[src/rtl/menu_pkg.sv]
// rtl/menu_pkg.sv - shared types and constants for the menu cursor controller
package menu_pkg;

  localparam int N_ITEMS = 4;

  typedef enum logic [1:0] {
    ST_DISABLED = 2'd0,
    ST_NAV      = 2'd1,
    ST_WAIT_ACK = 2'd2
  } menu_state_t;

  typedef enum logic [1:0] {
    FIGHT  = 2'd0,
    ACTION = 2'd1,
    ITEM   = 2'd2,
    MERCY  = 2'd3
  } menu_item_t;

  function automatic logic [1:0] pos_left(input logic [1:0] pos);
    return (pos == 2'd0) ? 2'(N_ITEMS - 1) : pos - 2'd1;
  endfunction

  function automatic logic [1:0] pos_right(input logic [1:0] pos);
    return (pos == 2'(N_ITEMS - 1)) ? 2'd0 : pos + 2'd1;
  endfunction

endpackage

[src/rtl/button_debouncer.sv]
// rtl/button_debouncer.sv - 2-flop sync, level debounce and press pulse for one button
module button_debouncer #(
  parameter int DB_CYCLES = 1000000
) (
  input  logic clk,
  input  logic rst_n,
  input  logic raw,
  output logic press
);
  localparam int CW = $clog2(DB_CYCLES + 1);

  logic          sync1;
  logic          sync2;
  logic          level;
  logic [CW-1:0] cnt;

  // press is registered alongside the level flip so the consumer acts one edge later
  always_ff @(posedge clk or negedge rst_n) begin
    if (!rst_n) begin
      sync1 <= 1'b0;
      sync2 <= 1'b0;
      level <= 1'b0;
      cnt   <= '0;
      press <= 1'b0;
    end else begin
      sync1 <= raw;
      sync2 <= sync1;
      press <= 1'b0;
      if (sync2 == level) begin
        cnt <= '0;
      end else if (cnt == CW'(DB_CYCLES - 1)) begin
        level <= sync2;
        cnt   <= '0;
        press <= sync2;
      end else begin
        cnt <= cnt + CW'(1);
      end
    end
  end
endmodule

[src/rtl/menu_cursor_ctrl.sv]
// rtl/menu_cursor_ctrl.sv - four-entry menu cursor with debounced buttons and select handshake
module menu_cursor_ctrl
  import menu_pkg::*;
#(
  parameter int DB_CYCLES = 1000000,
  parameter int N_ITEMS   = 4
) (
  input  logic       i_clk,
  input  logic       i_rst_n,
  input  logic       i_enable,
  input  logic       i_left,
  input  logic       i_right,
  input  logic       i_select,
  input  logic       i_ack,
  output logic [1:0] o_cursor_position,
  output logic       o_select_valid,
  output logic [1:0] o_select_item
);
  logic        left_press;
  logic        right_press;
  logic        select_press;
  menu_state_t state;
  logic [1:0]  pos;
  logic [1:0]  item;
  logic        valid;

  button_debouncer #(.DB_CYCLES(DB_CYCLES)) u_db_left (
    .clk(i_clk), .rst_n(i_rst_n), .raw(i_left), .press(left_press)
  );
  button_debouncer #(.DB_CYCLES(DB_CYCLES)) u_db_right (
    .clk(i_clk), .rst_n(i_rst_n), .raw(i_right), .press(right_press)
  );
  button_debouncer #(.DB_CYCLES(DB_CYCLES)) u_db_select (
    .clk(i_clk), .rst_n(i_rst_n), .raw(i_select), .press(select_press)
  );

  // Wrap helpers assume a 4-entry menu; N_ITEMS only documents that.
  localparam logic [1:0] LAST_ITEM = 2'(N_ITEMS - 1);

  always_ff @(posedge i_clk or negedge i_rst_n) begin
    if (!i_rst_n) begin
      state <= ST_DISABLED;
      pos   <= FIGHT;
      item  <= FIGHT;
      valid <= 1'b0;
    end else begin
      case (state)
        ST_DISABLED: begin
          if (i_enable) state <= ST_NAV;
        end
        ST_NAV: begin
          if (!i_enable) begin
            state <= ST_DISABLED;
            valid <= 1'b0;
          end else if (select_press) begin
            item  <= pos;
            valid <= 1'b1;
            state <= ST_WAIT_ACK;
          end else if (left_press && !right_press) begin
            pos <= pos_left(pos);
          end else if (right_press && !left_press) begin
            pos <= (pos == LAST_ITEM) ? 2'd0 : pos_right(pos);
          end
        end
        ST_WAIT_ACK: begin
          if (!i_enable) begin
            state <= ST_DISABLED;
            valid <= 1'b0;
          end else if (i_ack) begin
            valid <= 1'b0;
            state <= ST_NAV;
          end
        end
        default: begin
          state <= ST_DISABLED;
          valid <= 1'b0;
        end
      endcase
    end
  end

  assign o_cursor_position = pos;
  assign o_select_valid    = valid;
  assign o_select_item     = item;
endmodule

[config.mk]
export PLATFORM = sky130hd
export DESIGN_NAME = menu_cursor_ctrl
export DESIGN_NICKNAME = d
export VERILOG_FILES = /design/src/rtl/menu_pkg.sv /design/src/rtl/button_debouncer.sv /design/src/rtl/menu_cursor_ctrl.sv
export SDC_FILE = /design/constraint.sdc
export NUM_CORES = 1
export LEC_CHECK = 0
export ABC_CLOCK_PERIOD_IN_PS = 1800
export CAP_MARGIN = 20
export CORE_MARGIN = 2
export CORE_UTILIZATION = 30
export CTS_CLUSTER_DIAMETER = 150
export DETAILED_ROUTE_END_ITERATION = 10
export PLACE_DENSITY = 0.57
export SLEW_MARGIN = 30
export SYNTH_ARGS = -nofsm -noshare
export SYNTH_HDL_FRONTEND = slang
export SYNTH_SLANG_ARGS = --single-unit
export TNS_END_PERCENT = 50
[constraint.sdc]
create_clock -name i_clk -period 1.8 [get_ports i_clk]
set_clock_uncertainty 0.15 [all_clocks]
set_input_delay 0.54 -clock i_clk [delete_from_list [all_inputs] [get_ports i_clk]]
set_output_delay 0.54 -clock i_clk [all_outputs]
set_load 0.03 [all_outputs]
==> metrics, run 1 <==
status complete, but fails checks; failing checks setup timing; via count just under 3,000; met2 Use GR 20.0%; Max rail drop VDD 0.544 mV; mux cell area share after synthesis 1.44%; XOR/XNOR Fraction of Synth Area 10.6%; Power Dens Cells 828 mW/mm^2; Avg WL per Cell 12.0 um; busiest layer in global routing met2; Setup Viol. Count Final 21; Top delay family on crit path simple AND/OR/NAND/NOR gates; Leak Pwr about 2.1 nW; Tot GR Track Use 12.3%; Post-synth EDFFs 0; CTS tree built; DR iter-0 viols 204; post-synthesis simple-gate area fraction between 20% and 30%; synthesized cell area 0.00373 mm^2; Slowest Stage Delay on Critical Path 0.58 ns; most frequent cells in the layout dfrtp_1, buf_4, nor2_1; pin count of the biggest net entering global routing 40; Netlist cell types 37; Final min period 1.84 ns; CP Launch Type register; Vias/cell 4.62; Die Height 116 um; layout cells sized above 1 a little over a quarter; CP Data Arrival Time 1.91 ns; post-detailed-routing wire length 7540 um; overall power ~4.2 mW; worst skew pair latency around 0.33 ns; most common cell after layout, fill and taps aside dfrtp_1; slowest stage cell, crit path or4b_4; #FFs+latches synth 79; Worst-path clk slew 0.06 ns; WP buf/inv 1; vias in the first global route 2,893; main combinational cell family by area after synthesis simple AND/OR/NAND/NOR gates; max cap viols 0; Final nets 471; sequential area share after synthesis 52.9%; CP endpoint kind register; Port Buf Inserts 11; Longest Clk Path Bufs 2; Main synth FF type dfrtp_1; core area 0.0121 mm^2; first-pass GRT wire length 13,400 um; H-tree depth 3; Slew Viols, Final 0; CTS Buf Count 9; Rel. slew slack 76.5%; Synth Area in Compound Gates 5.70%; Syn Area/Cell just under 10 um^2; placed cell area ~0.0045 mm^2; total gr overflow 0; peak fanout along the critical path 5; Yosys warning count 0; Die X 116 um; io pins 12; Syn Inst Count between 300 and 400; RePlAce Congestion 0.784; Row Count 40; initial antenna violation count 0; asr flop ratio synth 100%; initial core utilization around 31%; Worst Max-Slew Pin Slew 0.349 ns; RSZ-0062 raised after global routing true; met3 GRT Util about 2.8%; root buf cell clkbuf_16; syn nets between 300 and 400; Total Die Area 0.0134 mm^2; Area growth syn-to-layout 36.0%; WS Path Type register to register; Tcrit/Tclk final 102%; DRC violations left 0; First-pass DRT Iterations 6; Post-DRT Antenna Nets 0; f_max about 540 MHz; Diodes inserted 0; post-route cell area 0.00508 mm^2; worst min path class register to register; clock sinks 79; met1 Use GR approximately 17%; Worst EP required 1.87 ns; Post-Place Worst Slack -0.173 ns; crit path cell chain nand3_2 > or4b_4 > o31ai_4 > buf_4 > nor2_1; Final Hold Viols 0; post-synthesis adder-cell area fraction under 10%; Post-DP HPWL between 5000 and 6000 um; Final WS setup -0.0448 ns
[final cells by class]
| class | instances | area [um^2] |
|---|---|---|
| clock buffers | 9 | 225 |
| clock inverters | 7 | 145 |
| fillers | 1167 | 6980 |
| inverters | 21 | 78.8 |
| multi-input cells | 270 | 1820 |
| flip-flops and latches | 79 | 1980 |
| well taps | 168 | 210 |
| repair buffers | 77 | 628 |
[per-layer routing]
metal,routed length [um],up-vias,part of all wire (%)
met5,0,-,0
met4,69,0,0.91
met3,158,5,2.1
met2,3650,30,48
met1,3660,1401,49
li1,-,1482,-
[final timing paths]
path	start	endpoint	slack (ns)	depth (start not counted)
setup / recovery	u_db_select.cnt[17]	u_db_select.cnt[15]	-0.04	5
hold / removal	u_db_left.sync1	u_db_left.sync2	0.21	0
setup reg to reg	u_db_select.cnt[17]	u_db_select.cnt[15]	-0.04	5
hold reg to reg	u_db_left.sync1	u_db_left.sync2	0.21	0
max in group asynchronous	i_rst_n	u_db_left.cnt[8]	0.44	3
min in group asynchronous	i_rst_n	o_select_valid	0.52	2
[metrics by stage]
stage | hold WS, ns | setup TNS [ns] | utilization [%] | instances
global placement | 0.188 | -0.199 | 37.3 | 607
detailed placement | 0.190 | -0.554 | 37.3 | 607
finish | 0.209 | -0.624 | 42.1 | 631
CTS | 0.211 | -0.419 | 41.2 | 629
global route | 0.219 | -3.19 | 42.1 | 631
floorplan | 0.0944 | -0.0525 | - | 376
[cells by family after synthesis]
kind of cell / after synthesis
xor+xnor: 45
flops: 79
mux: 5
fa+ha+maj: 6
compound gates: 38
buf+inv: 27
simple gates: 176
[state kept, by name, summed over array words and instances, names as in the netlist, 2 cells and up]
signal / count
u_db_left.cnt: 20
u_db_right.cnt: 20
u_db_select.cnt: 20
o_cursor_position: 2
o_select_item: 2
state: 2
[repair_timing]
action	in CTS	in global routing
hold buffers	1	0
resized for setup	20	30
endpoints found under the hold margin	24	0
buffers inserted	4	2
pin swaps	6	5
gates cloned	1	0
setup endpoints to repair	39	51
[synth_stat cells (2+ instances only)]
| cell | instances | area share [%] |
|---|---|---|
| inv_1 | 21 | 2.1 |
| or2_2 | 3 | 0.50 |
| nand4_1 | 12 | 2.0 |
| a21oi_1 | 18 | 2.4 |
| nor3_1 | 15 | 2.0 |
| ha_1 | 6 | 2.0 |
| clkbuf_1 | 2 | 0.20 |
| o31ai_1 | 6 | 1.2 |
| nand3_1 | 21 | 2.8 |
| nand4_2 | 2 | 0.67 |
| nor4bb_1 | 2 | 0.54 |
| nor2_1 | 59 | 5.9 |
| buf_2 | 4 | 0.54 |
| and4_1 | 2 | 0.47 |
| and3_1 | 4 | 0.67 |
| mux2i_1 | 2 | 0.54 |
| nand2_1 | 22 | 2.2 |
| xor2_1 | 15 | 3.5 |
| mux2_2 | 3 | 0.90 |
| or3_1 | 5 | 0.84 |
| nor4_1 | 12 | 2.0 |
| or4_1 | 5 | 1.0 |
| dfrtp_1 | 79 | 53 |
| nor2b_1 | 2 | 0.33 |
| xnor2_1 | 30 | 7.0 |
| and3b_1 | 3 | 0.70 |
| o21ai_0 | 11 | 1.5 |
[worst reg2reg max path, delay by kind of cell (launching register included)]
| family | cells | cell delay (ns) |
|---|---|---|
| DFF | 1 | 0.36 |
| and+or+nand+nor | 3 | 0.74 |
| buffers and inverters | 1 | 0.20 |
| AOI/OAI and AO/OA | 1 | 0.29 |
[report_power, final]
| part | internal, mW | switching [mW] | total, mW |
|---|---|---|---|
| Sequential | 1.80 | 0.0205 | 1.82 |
| Clock | 1.50 | 0.729 | 2.23 |
| Combinational | 0.0696 | 0.0905 | 0.160 |
No activity file was read; power rests on OpenSTA's default activity.
==> run 2, diff against run 1 <==
Settings changed: CORE_UTILIZATION 30 to 25, PLACE_DENSITY 0.57 to 0.52.
==> metrics, run 2 (synthesized netlist as in run 1, its figures left out) <==
status complete, but fails checks (unchanged); failing checks setup timing (unchanged); slowest stage cell, crit path or4b_4 (unchanged); Setup TNS Final -1.29 ns (was -0.624 ns); CP Data Arrival Time 1.96 ns (was 1.91 ns); initial core utilization 25.6% (was 31.0%); Port Buf Inserts 11 (unchanged); Vias/cell 4.55 (was 4.62); Leak Pwr 2.20 nW (was 2.12 nW); Row Count 44 (was 40); total gr overflow 0 (unchanged); Setup Viol. Count Final 21 (unchanged); Top Registers u_db_left.cnt: 20 flops, u_db_right.cnt: 20 flops, u_db_select.cnt: 20 flops (unchanged); initial antenna violation count 0 (unchanged); RSZ-0062 raised after global routing true (unchanged); Final WS setup -0.0790 ns (was -0.0448 ns); Slew Viols, Final 0 (unchanged); clock sinks 79 (unchanged); Die Height 126 um (was 116 um); Max rail drop VDD 0.510 mV (was 0.544 mV); crit path cell chain nand3_2 > or4b_4 > o31ai_4 > buf_6 > nor2_1 (was nand3_2 > or4b_4 > o31ai_4 > buf_4 > nor2_1); RePlAce Congestion 0.793 (was 0.784); DR iter-0 viols 122 (was 204); WS Path Type register to register (unchanged); DRC violations left 0 (unchanged); max cap viols 0 (unchanged); flop2flop setup slack -0.08 ns (was -0.04 ns); Final Hold Viols 0 (unchanged); Total Die Area 0.0159 mm^2 (was 0.0134 mm^2); Avg WL per Cell 11.9 um (was 12.0 um); Power Dens Cells 781 mW/mm^2 (was 828 mW/mm^2); Longest Clk Path Bufs 2 (unchanged); f_max 532 MHz (was 542 MHz); root buf cell clkbuf_16 (unchanged); peak fanout along the critical path 6 (was 5); Diodes inserted 0 (unchanged); H-tree depth 3 (unchanged); CP Launch Type register (unchanged); Final min period 1.88 ns (was 1.84 ns); core area 0.0146 mm^2 (was 0.0121 mm^2); Slowest Stage Delay on Critical Path 0.56 ns (was 0.58 ns); Worst Max-Slew Pin Slew 0.387 ns (was 0.349 ns); io pins 12 (unchanged); WHS 0.204 ns (was 0.209 ns); most frequent cells in the layout buf_4, dfrtp_1, nor2_1 (was dfrtp_1, buf_4, nor2_1); Tcrit/Tclk final 104% (was 102%); Rel. slew slack 74.0% (was 76.5%); CTS Buf Count 9 (unchanged); Worst EP required 1.88 ns (was 1.87 ns); CTS tree built (unchanged); pin count of the biggest net entering global routing 48 (was 40); First-pass DRT Iterations 4 (was 6); Final nets 485 (was 471); Tot GR Track Use 10.5% (was 12.3%); CP endpoint kind register (unchanged); Post-DRT Antenna Nets 0 (unchanged); Post-DP HPWL 5390 um (was 5210 um); Worst-path clk slew 0.06 ns (about the same); layout cells sized above 1 29.8% (was 27.2%); post-detailed-routing wire length 7880 um (was 7540 um); worst skew pair latency 0.33 ns (about the same); via count 3,008 (was 2,918); first-pass GRT wire length 13,900 um (was 13,400 um); vias in the first global route 3,081 (was 2,893); Die X 126 um (was 116 um); Area growth syn-to-layout 40.3% (was 36.0%); worst min path class register to register (unchanged)
## run 2: per-layer routing
layer	share of wire, %	up-vias	track usage, %	routed length, um
li1	-	1497	-	-
met1	45	1461	12.8	3580
met2	50	38	17.9	3930
met3	2.7	12	2.59	213
met4	2.0	0	3.81	154
met5	0	-	0	0
## run 2: final timing paths
kind	start	endpoint	depth (start not counted)
min in group asynchronous	i_rst_n	state[0]	2
min	u_db_right.sync1	u_db_right.sync2	0
min reg2reg	u_db_right.sync1	u_db_right.sync2	0
max in group asynchronous	i_rst_n	u_db_right.cnt[5]	3
max	u_db_select.cnt[16]	u_db_select.cnt[4]	5
max reg2reg	u_db_select.cnt[16]	u_db_select.cnt[4]	5
## run 2: worst max-delay path: cells and delay by family, from the launching register on
family / cells / cell delay [ns]
and+or+nand+nor: 3 / 0.72
DFF: 1 / 0.37
AOI/OAI and AO/OA: 1 / 0.35
buffers and inverters: 1 / 0.19
## run 2: cell type report
class	count	area, um^2
Clock buffer	11	243
Multi-Input combinational cell	270	1860
Inverter	21	78.8
Timing Repair Buffer	91	744
Tap cell	184	230
Clock inverter	5	105
Fill cell	1448	9350
Sequential cell	79	1980
## run 2: timing repair
action	in CTS	in global routing
resized for setup	19	40
setup buffers	5	7
pin swaps	2	16
endpoints found under the hold margin	16	0
hold buffers	1	0
gates cloned	1	1
endpoints found under the setup margin	36	62
## run 2: power breakdown
group	leakage (nW)	internal, mW	total (mW)	switching, mW
Clock	0.162	1.39	2.10	0.710
Sequential	1.06	1.80	1.82	0.0212
Combinational	0.976	0.0756	0.168	0.0925
## run 2: stage by stage
step / setup slack, ns / std cells / utilization (%) / power [mW] / cell area (um^2)
after floorplan: -0.0149 / 376 / - / 1.91 / 3770
after global placement: -0.125 / 630 / 31.3 / 2.00 / 4570
after detailed placement: -0.140 / 630 / 31.3 / 2.00 / 4570
after CTS: -0.0467 / 653 / 34.4 / 4.14 / 5020
after global routing: -0.139 / 661 / 35.9 / 4.25 / 5240
final: -0.0790 / 661 / 35.9 / 4.09 / 5240
